`config.mk`:
```
export PLATFORM = sky130hd
export DESIGN_NAME = crf_lite_master
export DESIGN_NICKNAME = d
export VERILOG_FILES = /design/src/rtl/crf_lite_master.sv
export SDC_FILE = /design/constraint.sdc
export NUM_CORES = 1
export LEC_CHECK = 0
export CORE_MARGIN = 3
export CORE_UTILIZATION = 40
export DETAILED_ROUTE_END_ITERATION = 10
export DONT_BUFFER_PORTS = 1
export GPL_TIMING_DRIVEN = 0
export PLACE_DENSITY = 0.61
export SLEW_MARGIN = 25
export SYNTH_ARGS = -nofsm -noshare
export SYNTH_HDL_FRONTEND = slang
export SYNTH_SLANG_ARGS = --single-unit
```
`constraint.sdc`:
```
create_clock -name clk -period 2.1 [get_ports clk]
set_input_delay 0.42 -clock clk [delete_from_list [all_inputs] [get_ports clk]]
set_output_delay 0.42 -clock clk [all_outputs]
set_load 0.02 [all_outputs]
```
`src/rtl/crf_lite_master.sv`:
```
// AXI4-Lite initiator for the config register file. Takes one command at a
// time (write / read / wait-for-interrupt), runs the AXI-Lite handshakes,
// and returns a single response. A per-command timeout aborts a hung slave
// and latches a sticky hung flag that blocks further commands until reset.
//
// Handshake semantics (all channels, command and response ports included):
// a transfer happens on a rising clk edge where valid & ready are both 1.
// A raised valid stays high with stable payload until its transfer; it is
// only withdrawn early by a timeout abort or by rst. A ready never depends
// combinationally on the valid it pairs with.
module crf_lite_master #(
  parameter int AXI_DATA_WIDTH = 32,
  parameter int AXI_ADDR_WIDTH = 32,
  parameter int TIMEOUT_CYCLES = 1024
) (
  input  logic                          clk,
  input  logic                          rst,
  // command port
  input  logic                          cmd_valid,
  output logic                          cmd_ready,
  input  logic [1:0]                    cmd_op,
  input  logic [AXI_ADDR_WIDTH-1:0]     cmd_addr,
  input  logic [AXI_DATA_WIDTH-1:0]     cmd_wdata,
  // response port
  output logic                          rsp_valid,
  input  logic                          rsp_ready,
  output logic [AXI_DATA_WIDTH-1:0]     rsp_rdata,
  output logic [1:0]                    rsp_resp,
  output logic                          rsp_timeout,
  output logic                          hung,
  // write address channel
  output logic                          m_axi_awvalid,
  input  logic                          m_axi_awready,
  output logic [AXI_ADDR_WIDTH-1:0]     m_axi_awaddr,
  output logic [2:0]                    m_axi_awprot,
  // write data channel
  output logic                          m_axi_wvalid,
  input  logic                          m_axi_wready,
  output logic [AXI_DATA_WIDTH-1:0]     m_axi_wdata,
  output logic [AXI_DATA_WIDTH/8-1:0]   m_axi_wstrb,
  // write response channel
  input  logic                          m_axi_bvalid,
  output logic                          m_axi_bready,
  input  logic [1:0]                    m_axi_bresp,
  // read address channel
  output logic                          m_axi_arvalid,
  input  logic                          m_axi_arready,
  output logic [AXI_ADDR_WIDTH-1:0]     m_axi_araddr,
  output logic [2:0]                    m_axi_arprot,
  // read data channel
  input  logic                          m_axi_rvalid,
  output logic                          m_axi_rready,
  input  logic [AXI_DATA_WIDTH-1:0]     m_axi_rdata,
  input  logic [1:0]                    m_axi_rresp,
  // interrupt from the CRF (level)
  input  logic                          interrupt_updone,
  // FSM state for debug / checkers
  output logic [2:0]                    state_dbg
);

  localparam int CW = $clog2(TIMEOUT_CYCLES);
  localparam logic [CW-1:0] CNT_LAST = CW'(TIMEOUT_CYCLES - 1);

  typedef enum logic [2:0] {
    S_IDLE     = 3'd0,
    S_WR       = 3'd1,
    S_WR_RESP  = 3'd2,
    S_RD_ADDR  = 3'd3,
    S_RD_DATA  = 3'd4,
    S_WAIT_IRQ = 3'd5,
    S_RESP     = 3'd6
  } state_t;

  state_t                     state_q, state_d;
  logic [CW-1:0]              cnt_q;
  logic [AXI_ADDR_WIDTH-1:0]  addr_q;
  logic [AXI_DATA_WIDTH-1:0]  wdata_q;
  logic                       aw_pend_q, w_pend_q;
  logic [AXI_DATA_WIDTH-1:0]  rdata_q;
  logic [1:0]                 resp_q;
  logic                       timeout_q;
  logic                       hung_q;

  logic accept;
  logic busy;
  logic cnt_hit;
  logic wr_done;
  logic timeout_fire;

  assign accept  = cmd_valid & cmd_ready;
  assign busy    = (state_q == S_WR) || (state_q == S_WR_RESP) || (state_q == S_RD_ADDR) ||
                   (state_q == S_RD_DATA) || (state_q == S_WAIT_IRQ);
  assign cnt_hit = busy && (cnt_q == CNT_LAST);
  // Both write-side handshakes finished by the end of this cycle (either may
  // already be done, or land now).
  assign wr_done = (~aw_pend_q | m_axi_awready) & (~w_pend_q | m_axi_wready);

  // Next-state logic; only a final-phase completion beats a same-cycle timeout.
  always_comb begin
    state_d      = state_q;
    timeout_fire = 1'b0;
    case (state_q)
      S_IDLE: begin
        if (accept) begin
          case (cmd_op)
            2'b00:   state_d = S_WR;
            2'b01:   state_d = S_RD_ADDR;
            2'b10:   state_d = S_WAIT_IRQ;
            default: state_d = S_RESP;
          endcase
        end
      end
      S_WR: begin
        if (cnt_hit) begin
          state_d      = S_RESP;
          timeout_fire = 1'b1;
        end else if (wr_done) begin
          state_d = S_WR_RESP;
        end
      end
      S_WR_RESP: begin
        if (m_axi_bvalid) begin
          state_d = S_RESP;
        end else if (cnt_hit) begin
          state_d      = S_RESP;
          timeout_fire = 1'b1;
        end
      end
      S_RD_ADDR: begin
        if (cnt_hit) begin
          state_d      = S_RESP;
          timeout_fire = 1'b1;
        end else if (m_axi_arready) begin
          state_d = S_RD_DATA;
        end
      end
      S_RD_DATA: begin
        if (m_axi_rvalid) begin
          state_d = S_RESP;
        end else if (cnt_hit) begin
          state_d      = S_RESP;
          timeout_fire = 1'b1;
        end
      end
      S_WAIT_IRQ: begin
        if (interrupt_updone) begin
          state_d = S_RESP;
        end else if (cnt_hit) begin
          state_d      = S_RESP;
          timeout_fire = 1'b1;
        end
      end
      S_RESP: begin
        if (rsp_ready) state_d = S_IDLE;
      end
      default: state_d = S_IDLE;
    endcase
  end

  // State register.
  always_ff @(posedge clk) begin
    if (rst) state_q <= S_IDLE;
    else     state_q <= state_d;
  end

  // Outstanding-cycle counter: cleared on accept, counts while a command is in flight.
  always_ff @(posedge clk) begin
    if (rst)         cnt_q <= '0;
    else if (accept) cnt_q <= '0;
    else if (busy)   cnt_q <= cnt_q + CW'(1);
  end

  // Latch the command payload so the AXI address/data stay stable.
  always_ff @(posedge clk) begin
    if (rst) begin
      addr_q  <= '0;
      wdata_q <= '0;
    end else if (accept) begin
      addr_q  <= cmd_addr;
      wdata_q <= cmd_wdata;
    end
  end

  // AW and W valids rise together after a write accept and drop independently.
  always_ff @(posedge clk) begin
    if (rst) begin
      aw_pend_q <= 1'b0;
      w_pend_q  <= 1'b0;
    end else if (accept) begin
      aw_pend_q <= (cmd_op == 2'b00);
      w_pend_q  <= (cmd_op == 2'b00);
    end else if (timeout_fire) begin
      aw_pend_q <= 1'b0;
      w_pend_q  <= 1'b0;
    end else begin
      if (m_axi_awready) aw_pend_q <= 1'b0;
      if (m_axi_wready)  w_pend_q  <= 1'b0;
    end
  end

  // Response payload: captured from B/R, forced on reserved op or timeout.
  always_ff @(posedge clk) begin
    if (rst) begin
      rdata_q   <= '0;
      resp_q    <= 2'b00;
      timeout_q <= 1'b0;
    end else if (accept) begin
      rdata_q   <= '0;
      resp_q    <= (cmd_op == 2'b11) ? 2'b10 : 2'b00;
      timeout_q <= 1'b0;
    end else if (timeout_fire) begin
      rdata_q   <= '0;
      resp_q    <= 2'b00;
      timeout_q <= 1'b1;
    end else if ((state_q == S_WR_RESP) && m_axi_bvalid) begin
      resp_q <= m_axi_bresp;
    end else if ((state_q == S_RD_DATA) && m_axi_rvalid) begin
      rdata_q <= m_axi_rdata;
      resp_q  <= m_axi_rresp;
    end
  end

  // Sticky hung flag: a timed-out slave may still answer later, so stop issuing.
  always_ff @(posedge clk) begin
    if (rst)               hung_q <= 1'b0;
    else if (timeout_fire) hung_q <= 1'b1;
  end

  assign cmd_ready     = (state_q == S_IDLE) & ~hung_q;
  assign rsp_valid     = (state_q == S_RESP);
  assign rsp_rdata     = rdata_q;
  assign rsp_resp      = resp_q;
  assign rsp_timeout   = timeout_q;
  assign hung          = hung_q;

  assign m_axi_awvalid = aw_pend_q;
  assign m_axi_awaddr  = addr_q;
  assign m_axi_awprot  = 3'b000;
  assign m_axi_wvalid  = w_pend_q;
  assign m_axi_wdata   = wdata_q;
  assign m_axi_wstrb   = '1;
  assign m_axi_bready  = (state_q == S_WR_RESP);
  assign m_axi_arvalid = (state_q == S_RD_ADDR);
  assign m_axi_araddr  = addr_q;
  assign m_axi_arprot  = 3'b000;
  assign m_axi_rready  = (state_q == S_RD_DATA);

  assign state_dbg     = state_q;

endmodule

```
==> out/qor.txt, run 1 <==
Router iterations before antenna repair = 4
Simple-gate portion of the synthesized area = 23.3%
Gate count after technology mapping = 590
Max-slew headroom at the worst pin = 59.3%
Maximum number of pins on one net before global-route repair = 17
Area of the die = 0.0129 mm^2
Clock-pin transition on the worst setup and hold timing paths = 0.06 ns
Main combinational cell family by area after synthesis = simple AND/OR/NAND/NOR gates
Synthesized-area fraction occupied by adder cells = 0.270%
Fin crit period = 2.00 ns
Number of antenna violations at the first check in global routing = 0
Multiplexer share of the synthesized area = 0.459%
Ratio of cells with drive above 1 in the final layout = 18.2%
Worst EP arrival = 2.29 ns
Area of the placeable core = 0.0111 mm^2
Starting utilization of the core area = 41.9%
Number of max-capacitance violations reported = 0
Final total negative setup slack = 0 ns
Antenna fix cells = 0
Overall track demand over capacity in global routing = 19.6%
Pwr Density = 1560 mW/mm^2
Category of the critical setup timing path = register to register
Cell area after layout = 0.00559 mm^2
Skew final = 0.00802 ns
Detailed Route Iter0 Violations = 212
Filler Cell Count = 1,100
TritonCTS clock tree = done
Number of global-route vias before repair = 3,798
Most common cell type on the critical path = buf_6
Port bufs = 0
Final routed wire length divided by cell count = 16.9 um
Final number of setup-violating endpoints = 0
Met2 usage in global routing = 31.1%
CP max-delay cell = or4b_4
Height of the die = 114 um
I/O pin cnt = 264
Clock network latency to the later pin of the worst-skew pair = 0.41 ns
Site Rows = 38
Worst IR drop on VDD = 0.723 mV
Ys Warns = 0
Peak-usage layer in the global routing report = met2
Startpoint kind of the worst setup timing path = register
Post-synth design cell area = 0.00464 mm^2
Sequential element share of the synthesized area = 49.6%
Final Hold Fails = 0
Antenna Nets Post-Route = 0
Routed wire length = 13.0 mm
Level count of the clock H-tree = 4
Global-route wire length before repair = 19.6 mm
Leakage power summed over all cells = 2.12 nW
Synthesized area per cell = 7.86 um^2
CP cell instances = ha_2, nand2_1, or4b_4, a211oi_4, or2_1, buf_6, buf_6, a21oi_1
Total Nets Final = 731
Leading cell types in the layout, fill and taps excluded = nand2_1, dfxtp_1, a21oi_1
Signed area change from the synthesized netlist to the final layout = 20.6%
Via count = 3,941
Synth Register Bits = 115
Vias per std cell = 5.11
Share of the clock period used by the worst path = 95.3%
HPWL Detailed = 9.96 mm
Count of cell types in the netlist = 42
Required time at the endpoint of the critical path = 2.39 ns
Worst hold-check path type = primary input to register
Most common cell after layout, fill and taps aside = nand2_1
Max Fanout on Critical Path = 10
Die width = 114 um
Compound-cell area share of the yosys netlist = 13.5%
Area post-placement = 0.00484 mm^2
Final global-route overflow total = 0
Pin slew with the least headroom to its limit = 0.610 ns
Post-synthesis xor/xnor area fraction = 1.70%
M1 GR Usage = 22.7%
Max incr delay on CP = 0.55 ns
Total clock buffers created by CTS = 17
Worst hold slack = 0.139 ns
Clock sink total = 115
CTS hold repair buffers = 0
Clock Tree Buf Depth = 2
Number of pins exceeding their max-slew limit in the final report = 0
Max Fclk = 0.499 GHz
Root buffer cell = clkbuf_16
Result of the run = completed
Worst Setup End Kind = register
Met3 Track Usage GR = 9.18%
RD Place Congestion = 0.823
Post-route DRC violation count = 0
-- synthesized netlist by cell type --
cell | instances | area (um^2)
nand2_1 | 204 | 766
dfxtp_1 | 115 | 2300
a21oi_1 | 100 | 500
buf_4 | 43 | 323
nor2_1 | 20 | 75.1
clkbuf_1 | 18 | 67.6
buf_2 | 14 | 70.1
nand2b_1 | 7 | 43.8
nand3_1 | 6 | 30.0
o21ai_0 | 6 | 30.0
xor2_1 | 6 | 52.6
nor2b_1 | 4 | 25.0
nor3_1 | 4 | 20.0
buf_6 | 3 | 33.8
or2_1 | 3 | 18.8
xnor2_1 | 3 | 26.3
a311oi_1 | 2 | 17.5
and2_1 | 2 | 12.5
and3_1 | 2 | 12.5
and4_1 | 2 | 17.5
conb_1 | 2 | 7.51
o21ai_1 | 2 | 10.0
o32ai_1 | 2 | 17.5
or3_1 | 2 | 12.5
a211o_1 | 1 | 8.76
a211oi_2 | 1 | 12.5
a221oi_1 | 1 | 8.76
a31oi_1 | 1 | 6.26
clkbuf_2 | 1 | 5.00
clkinv_1 | 1 | 3.75
ha_1 | 1 | 12.5
inv_1 | 1 | 3.75
mux2_2 | 1 | 11.3
mux2i_1 | 1 | 10.0
nand3b_1 | 1 | 7.51
nand4_1 | 1 | 6.26
nor2_2 | 1 | 6.26
nor3b_1 | 1 | 7.51
o211ai_1 | 1 | 7.51
o21a_1 | 1 | 7.51
or4_1 | 1 | 7.51
or4b_4 | 1 | 13.8
-- critical path, delay by kind of cell (launching register included) --
| kind | cells | cell delay [ns] |
|---|---|---|
| adders and majority gates | 1 | 0.18 |
| buffers and inverters | 2 | 0.29 |
| DFF | 1 | 0.35 |
| and+or+nand+nor | 3 | 0.76 |
| AOI/OAI and AO/OA | 2 | 0.30 |
-- flip-flops by register name, summed over array words and instances, names as in the netlist --
signal / count
hung: 1
m_axi_wvalid: 1
state_dbg: 3
m_axi_awvalid: 1
rsp_timeout: 1
m_axi_wdata: 32
m_axi_araddr: 32
rsp_rdata: 32
cnt_q: 10
rsp_resp: 2
-- kinds of logic (layout without fill, tap and decap cells) --
| kind of cell | count (synthesis) | in the layout |
|---|---|---|
| compound gates | 118 | 118 |
| xor+xnor | 9 | 9 |
| fa+ha+maj | 1 | 1 |
| buf+inv | 81 | 114 |
| flops | 115 | 115 |
| mux | 2 | 2 |
| other cells | 2 | 10 |
| simple gates | 262 | 262 |
-- routing by layer --
| metal | vias up | share of wire (%) |
|---|---|---|
| met4 | 0 | 2.0 |
| met5 | - | 0 |
| met1 | 1813 | 39 |
| met3 | 19 | 11 |
| li1 | 1923 | - |
| met2 | 186 | 48 |
-- timing repair --
action,4_1_cts,5_1_grt
buffers inserted,0,1
pin swaps,1,1
gates resized for setup,16,16
endpoints found under the setup margin,93,90
endpoints found under the hold margin,0,0
cloned,0,0
-- power breakdown --
| part | switching, mW | leakage [nW] | internal [mW] |
|---|---|---|---|
| combinational | 1.45 | 0.870 | 0.771 |
| sequential | 0.772 | 0.939 | 2.58 |
| clock | 1.00 | 0.309 | 2.17 |
| total | 3.22 | 2.12 | 5.52 |
-- layout make-up --
class,instances,area (um^2),area share [%]
Clock inverter,12,203,3.62
Timing Repair Buffer,1,7.51,0.134
Buffer,79,513,9.17
Inverter,2,8.76,0.157
Multi-Input combinational cell,402,1910,34.2
Sequential cell,115,2320,41.4
Clock buffer,20,457,8.17
Tap cell,140,175,3.13
-- per-stage QoR --
step	utilization (%)	setup slack [ns]	cells	power, mW
floorplan	-	0.131	598	4.95
global placement	43.7	-0.548	738	5.43
detailed placement	43.7	-0.551	738	5.49
CTS	50.1	0.00720	770	8.77
global route	50.5	-0.00147	771	9.25
finish	50.5	0.0977	771	8.74
-- worst paths after layout --
| check | end | cells after the start | from | slack [ns] |
|---|---|---|---|---|
| worst max register to register | rsp_rdata[15] | 8 | cnt_q[0] | 0.1 |
| worst min register to register | cnt_q[1] | 2 | cnt_q[1] | 0.48 |
| worst min-delay path | m_axi_wdata[3] | 2 | cmd_wdata[3] | 0.14 |
| worst max-delay path | rsp_rdata[15] | 8 | cnt_q[0] | 0.1 |
(Power assumes the default switching activity.)
==> run 2, diff against run 1 <==
--- a/config.mk
+++ b/config.mk
@@ -9,8 +9,10 @@
 export CORE_UTILIZATION = 40
 export DETAILED_ROUTE_END_ITERATION = 10
 export DONT_BUFFER_PORTS = 1
+export GPL_ROUTABILITY_DRIVEN = 1
 export GPL_TIMING_DRIVEN = 0
 export PLACE_DENSITY = 0.61
+export SKIP_LAST_GASP = 1
 export SLEW_MARGIN = 25
 export SYNTH_ARGS = -nofsm -noshare
 export SYNTH_HDL_FRONTEND = slang
==> run 2 against run 1 <==
Effect of this change: critical path depth did not move; clock skew hardly changed; wire length shrank 0.13%; core utilization hardly changed; design area barely moved; cell count did not move; first-iteration DRC count down 17%; die area did not move; total power shrank 0.12%; sequential share of layout area hardly changed; sequential power barely moved; worst setup slack got worse by 0.0031 ns; critical path type unchanged; critical endpoint unchanged; largest cell class unchanged.
==> out/qor.txt, run 2 (synthesis gave the netlist of run 1 again) <==
PnR worst setup slack = 0.0946 ns
Total Nets Final = 731
Level count of the clock H-tree = 4
Area of the multi-input gates = 0.00191 mm^2
Area of the placeable core = 0.0111 mm^2
Maximum number of pins on one net before global-route repair = 17
Category of the critical setup timing path = register to register
Gate family responsible for the most delay along the worst path = simple AND/OR/NAND/NOR gates
Via count = 3,937
Final number of setup-violating endpoints = 0
Clock network latency to the later pin of the worst-skew pair = 0.41 ns
Max Fanout on Critical Path = 10
Final routed wire length divided by cell count = 16.9 um
Global-route wire length before repair = 19.6 mm
Detailed Route Iter0 Violations = 177
Overall track demand over capacity in global routing = 19.6%
Worst hold-check path type = primary input to register
Share of the clock period used by the worst path = 95.5%
Vias per std cell = 5.11
Port bufs = 0
Clock-pin transition on the worst setup and hold timing paths = 0.06 ns
Worst slack, placed = -0.551 ns
Final Util = 50.4%
HPWL Detailed = 9.96 mm
Most common cell type on the critical path = buf_6
Antenna fix cells = 0
Die width = 114 um
Max Fclk = 0.499 GHz
Final total negative setup slack = 0 ns
Post-route DRC violation count = 0
Worst IR drop on VDD = 0.723 mV
I/O pin cnt = 264
Number of pins exceeding their max-slew limit in the final report = 0
Most common cell after layout, fill and taps aside = nand2_1
Antenna Nets Post-Route = 0
Critical Path Start = cnt_q[0]
Signed area change from the synthesized netlist to the final layout = 20.5%
Clock sink total = 115
Final Hold Fails = 0
Router iterations before antenna repair = 4
Number of global-route vias before repair = 3,798
Pin slew with the least headroom to its limit = 0.612 ns
Leading cell types in the layout, fill and taps excluded = nand2_1, dfxtp_1, a21oi_1
Ratio of cells with drive above 1 in the final layout = 18.1%
Startpoint kind of the worst setup timing path = register
Max incr delay on CP = 0.55 ns
Worst min-delay path startpoint = cmd_wdata[3]
Required time at the endpoint of the critical path = 2.39 ns
Worst Setup End Kind = register
Routed wire length = 13.0 mm
Result of the run = completed
Buffering stage count on the worst path with inverters included = 2
Height of the die = 114 um
Clock Tree Buf Depth = 2
Setup repair after global routing missed its margin = true
Origin of the critical flop-to-flop path = cnt_q[0]
Final global-route overflow total = 0
Overall power consumption = 8.73 mW
Filler Cell Count = 1,101
Fin crit period = 2.01 ns
Total clock buffers created by CTS = 17
Number of max-capacitance violations reported = 0
CP max-delay cell = or4b_4
Leakage power summed over all cells = 2.12 nW
Pwr Density = 1560 mW/mm^2
Skew final = 0.00827 ns
Starting utilization of the core area = 41.9%
TritonCTS clock tree = done
Number of antenna violations at the first check in global routing = 0
Site Rows = 38
CP cell instances = ha_2, nand2_1, or4b_4, a211oi_4, or2_1, buf_6, buf_6, a21oi_1
Root buffer cell = clkbuf_16
Worst EP arrival = 2.29 ns
Storage element area = 0.00232 mm^2
Area of the die = 0.0129 mm^2
RD Place Congestion = 0.823
Max-slew headroom at the worst pin = 59.2%
## run 2: final cells by class
| class | count | share of cell area, % |
|---|---|---|
| plain buffers | 79 | 9.18 |
| inverters | 2 | 0.157 |
| clock inverters | 12 | 3.63 |
| well taps | 140 | 3.13 |
| multi-input cells | 402 | 34.1 |
| repair buffers | 1 | 0.134 |
| flip-flops and latches | 115 | 41.4 |
| clock buffers | 20 | 8.17 |
## run 2: final timing paths
path                            cells past startpoint             end  slack (ns)
worst min register to register                      2        cnt_q[1]        0.48
worst min-delay path                                2  m_axi_wdata[3]        0.14
worst max-delay path                                8   rsp_rdata[15]        0.09
worst max register to register                      8   rsp_rdata[15]        0.09
## run 2: power breakdown
group | internal, mW | switching (mW) | total [mW]
clock | 2.17 | 1.00 | 3.17
combinational | 0.764 | 1.45 | 2.21
sequential | 2.58 | 0.770 | 3.35
total | 5.51 | 3.22 | 8.73
## run 2: timing repair
action / 4_1_cts / 5_1_grt
gates resized for setup: 15 / 16
setup buffers: 0 / 1
hold buffers: 0 / 0
pin swaps: 1 / 2
endpoints found under the setup margin: 93 / 92
## run 2: stage by stage
| stage | area, um^2 | hold slack (ns) | std cells |
|---|---|---|---|
| floorplan | 4670 | 0.453 | 598 |
| global placement | 4840 | 0.470 | 738 |
| detailed placement | 4840 | 0.482 | 738 |
| CTS | 5540 | 0.120 | 770 |
| global route | 5590 | 0.119 | 771 |
| finish | 5590 | 0.138 | 771 |
## run 2: metal layers
metal  share of wire, %  GRT usage [%]  vias to the layer above
met5                  0              0                        -
met4                2.0           8.25                        0
met3                 12           9.18                       19
met2                 47           31.1                      189
met1                 39           22.7                     1803
li1                   -              -                     1926
==> run 3, diff against run 2 <==
--- a/config.mk
+++ b/config.mk
@@ -5,13 +5,16 @@
 export SDC_FILE = /design/constraint.sdc
 export NUM_CORES = 1
 export LEC_CHECK = 0
+export ABC_CLOCK_PERIOD_IN_PS = 2100
+export CELL_PAD_IN_SITES_DETAIL_PLACEMENT = 0
+export CELL_PAD_IN_SITES_GLOBAL_PLACEMENT = 2
 export CORE_MARGIN = 3
-export CORE_UTILIZATION = 40
+export CORE_UTILIZATION = 32
 export DETAILED_ROUTE_END_ITERATION = 10
 export DONT_BUFFER_PORTS = 1
 export GPL_ROUTABILITY_DRIVEN = 1
 export GPL_TIMING_DRIVEN = 0
-export PLACE_DENSITY = 0.61
+export PLACE_DENSITY = 0.81
 export SKIP_LAST_GASP = 1
 export SLEW_MARGIN = 25
 export SYNTH_ARGS = -nofsm -noshare
==> run 3 against run 2 <==
Effect of this change: clock skew about the same; sequential power hardly changed; non-clock buffer count is 2 higher; register-to-register slack about the same; first-iteration DRC count increased by 27%; critical endpoint is now rsp_rdata[1]; wire length is 3.1% higher; sequential share of layout area increased by 0.29 points; cell count grew 5.3%; critical path depth did not move; die area grew 24%; hold slack improved by 0.0013 ns; fmax hardly changed.
==> out/qor.txt, run 3 (synthesis gave the netlist of run 1 again) <==
Area post-placement = 0.00489 mm^2
Top Metal Used = met4
Level count of the clock H-tree = 4
Met3 routed wirelength = 1.66 mm
Detailed-routed wire length on met2 = 6.10 mm
Number of max-capacitance violations reported = 0
Clock network latency to the later pin of the worst-skew pair = 0.41 ns
CP cell instances = ha_1, nand2_1, or4b_4, a211oi_4, or2_4, buf_6, buf_6, a21oi_1
Total clock buffers created by CTS = 17
Category of the critical setup timing path = register to register
Cell area after layout = 0.00555 mm^2
Final global-route overflow total = 0
Vias per std cell = 4.87
Startpoint kind of the worst setup timing path = register
Origin of the critical flop-to-flop path = cnt_q[0]
Gate family responsible for the most delay along the worst path = simple AND/OR/NAND/NOR gates
Leading cell types in the layout, fill and taps excluded = nand2_1, dfxtp_1, a21oi_1
Filler Cell Count = 1,479
Most common cell after layout, fill and taps aside = nand2_1
Worst Setup End Kind = register
Setup slack of the worst register-to-register path = 0.1 ns
M1 wire length = 5.41 mm
Overall track demand over capacity in global routing = 16.2%
End of the worst register-to-register path = rsp_rdata[1]
Die width = 126 um
Required time at the endpoint of the critical path = 2.39 ns
Number of global-route vias before repair = 3,935
Height of the die = 126 um
Max Fclk = 0.499 GHz
Clock-pin transition on the worst setup and hold timing paths = 0.05 ns
Routed wire length = 13.4 mm
Antenna Nets Post-Route = 0
Area of the placeable core = 0.0140 mm^2
RD Place Congestion = 0.772
Max Fanout on Critical Path = 10
Final number of setup-violating endpoints = 0
Global-route wire length before repair = 20.3 mm
Result of the run = completed
Final routed wire length divided by cell count = 16.5 um
Buffering stage count on the worst path with inverters included = 2
Worst EP arrival = 2.30 ns
Root buffer cell = clkbuf_16
CP max-delay cell = or4b_4
Fin crit period = 2.00 ns
Worst hold-check path type = primary input to register
Number of antenna violations at the first check in global routing = 0
Area of the die = 0.0160 mm^2
Most common cell type on the critical path = buf_6
Final Hold Fails = 0
Post-route DRC violation count = 0
Via count = 3,957
Maximum number of pins on one net before global-route repair = 17
Max incr delay on CP = 0.55 ns
Total Nets Final = 733
Detailed Route Iter0 Violations = 225
Site Rows = 43
Critical Path Stages = 8
Number of pins exceeding their max-slew limit in the final report = 0
Setup repair after global routing missed its margin = true
Termination of the worst setup path = rsp_rdata[1]
Worst IR drop on VDD = 0.531 mV
Max-slew headroom at the worst pin = 56.7%
Share of the clock period used by the worst path = 95.4%
I/O pin cnt = 264
Number of cells traversed by the worst register-to-register path = 8
Pin slew with the least headroom to its limit = 0.650 ns
Switching part of the total power = 39.0%
Overall power consumption = 8.29 mW
Port bufs = 0
Starting utilization of the core area = 33.0%
Signed area change from the synthesized netlist to the final layout = 19.6%
Total net switching power = 3.24 mW
Placed cell count = 778
Router iterations before antenna repair = 4
Internal = 5.06 mW
Clk network pwr share = 32.6%
Ratio of cells with drive above 1 in the final layout = 18.0%
Post-route non-filler standard cell count = 812
Clock Tree Buf Depth = 2
Flop pwr share = 40.3%
Clock sink total = 115
TritonCTS clock tree = done
Critical Path Start = cnt_q[0]
Combinational share of power = 27.0%
Skew final = 0.00785 ns
Antenna fix cells = 0
Pwr Density = 1490 mW/mm^2
HPWL Detailed = 10.1 mm
Leakage power summed over all cells = 2.09 nW
-- run 3: worst min-delay path by stage --
stage,start,end,depth (start not counted)
2_1_floorplan,cnt_q[1],cnt_q[1],2
5_1_grt,cmd_addr[4],m_axi_araddr[4],2
4_1_cts,m_axi_rdata[17],rsp_rdata[17],2
6_report,m_axi_rdata[28],rsp_rdata[28],2
3_5_place_dp,cnt_q[1],cnt_q[1],2
3_3_place_gp,cnt_q[1],cnt_q[1],2
-- run 3: stage by stage --
stage | utilization, % | setup WS, ns | TNS, ns | hold slack (ns)
global placement | 34.8 | -0.448 | -16.01 | 0.474
CTS | 39.2 | -0.0457 | -0.0457 | 0.117
finish | 39.5 | 0.0958 | 0 | 0.139
floorplan | - | 0.131 | 0 | 0.453
global route | 39.5 | -0.0278 | -0.126 | 0.123
detailed placement | 34.8 | -0.446 | -16.88 | 0.492
-- run 3: area by class of cell --
cell class | instances | area, um^2 | share of cell area (%)
flip-flops and latches | 115 | 2320 | 41.7
multi-input cells | 402 | 1910 | 34.5
plain buffers | 79 | 510 | 9.20
clock buffers | 22 | 474 | 8.55
well taps | 180 | 225 | 4.06
clock inverters | 9 | 81.3 | 1.47
repair buffers | 3 | 20.0 | 0.361
inverters | 2 | 8.76 | 0.158
-- run 3: worst register-to-register path: stages, from the launching register on --
cell and delay, ns:
dfxtp_2 0.35, ha_1 0.17, nand2_1 0.08, or4b_4 0.55
a211oi_4 0.26, or2_4 0.18, buf_6 0.13, buf_6 0.14
a21oi_1 0.05
-- run 3: per-layer routing --
layer | global-route usage [%] | vias up
met5 | 0 | -
met4 | 6.44 | 0
met3 | 8.55 | 22
met2 | 25.4 | 183
met1 | 18.5 | 1823
li1 | - | 1929
-- run 3: power by group through the flow --
stage	registers, mW	clock network (mW)	logic, mW
after floorplan	3.24	0	1.72
after global placement	3.37	0	2.09
after detailed placement	3.38	0	2.12
after CTS	3.35	2.77	2.19
after global routing	3.40	2.88	2.52
final	3.34	2.71	2.24
-- run 3: what timing repair did --
action,4_1_cts,5_1_grt
pin swaps,2,2
gates resized for setup,17,16
setup endpoints to repair,92,94
hold buffers,0,0
cloned,0,1
setup buffers,1,1
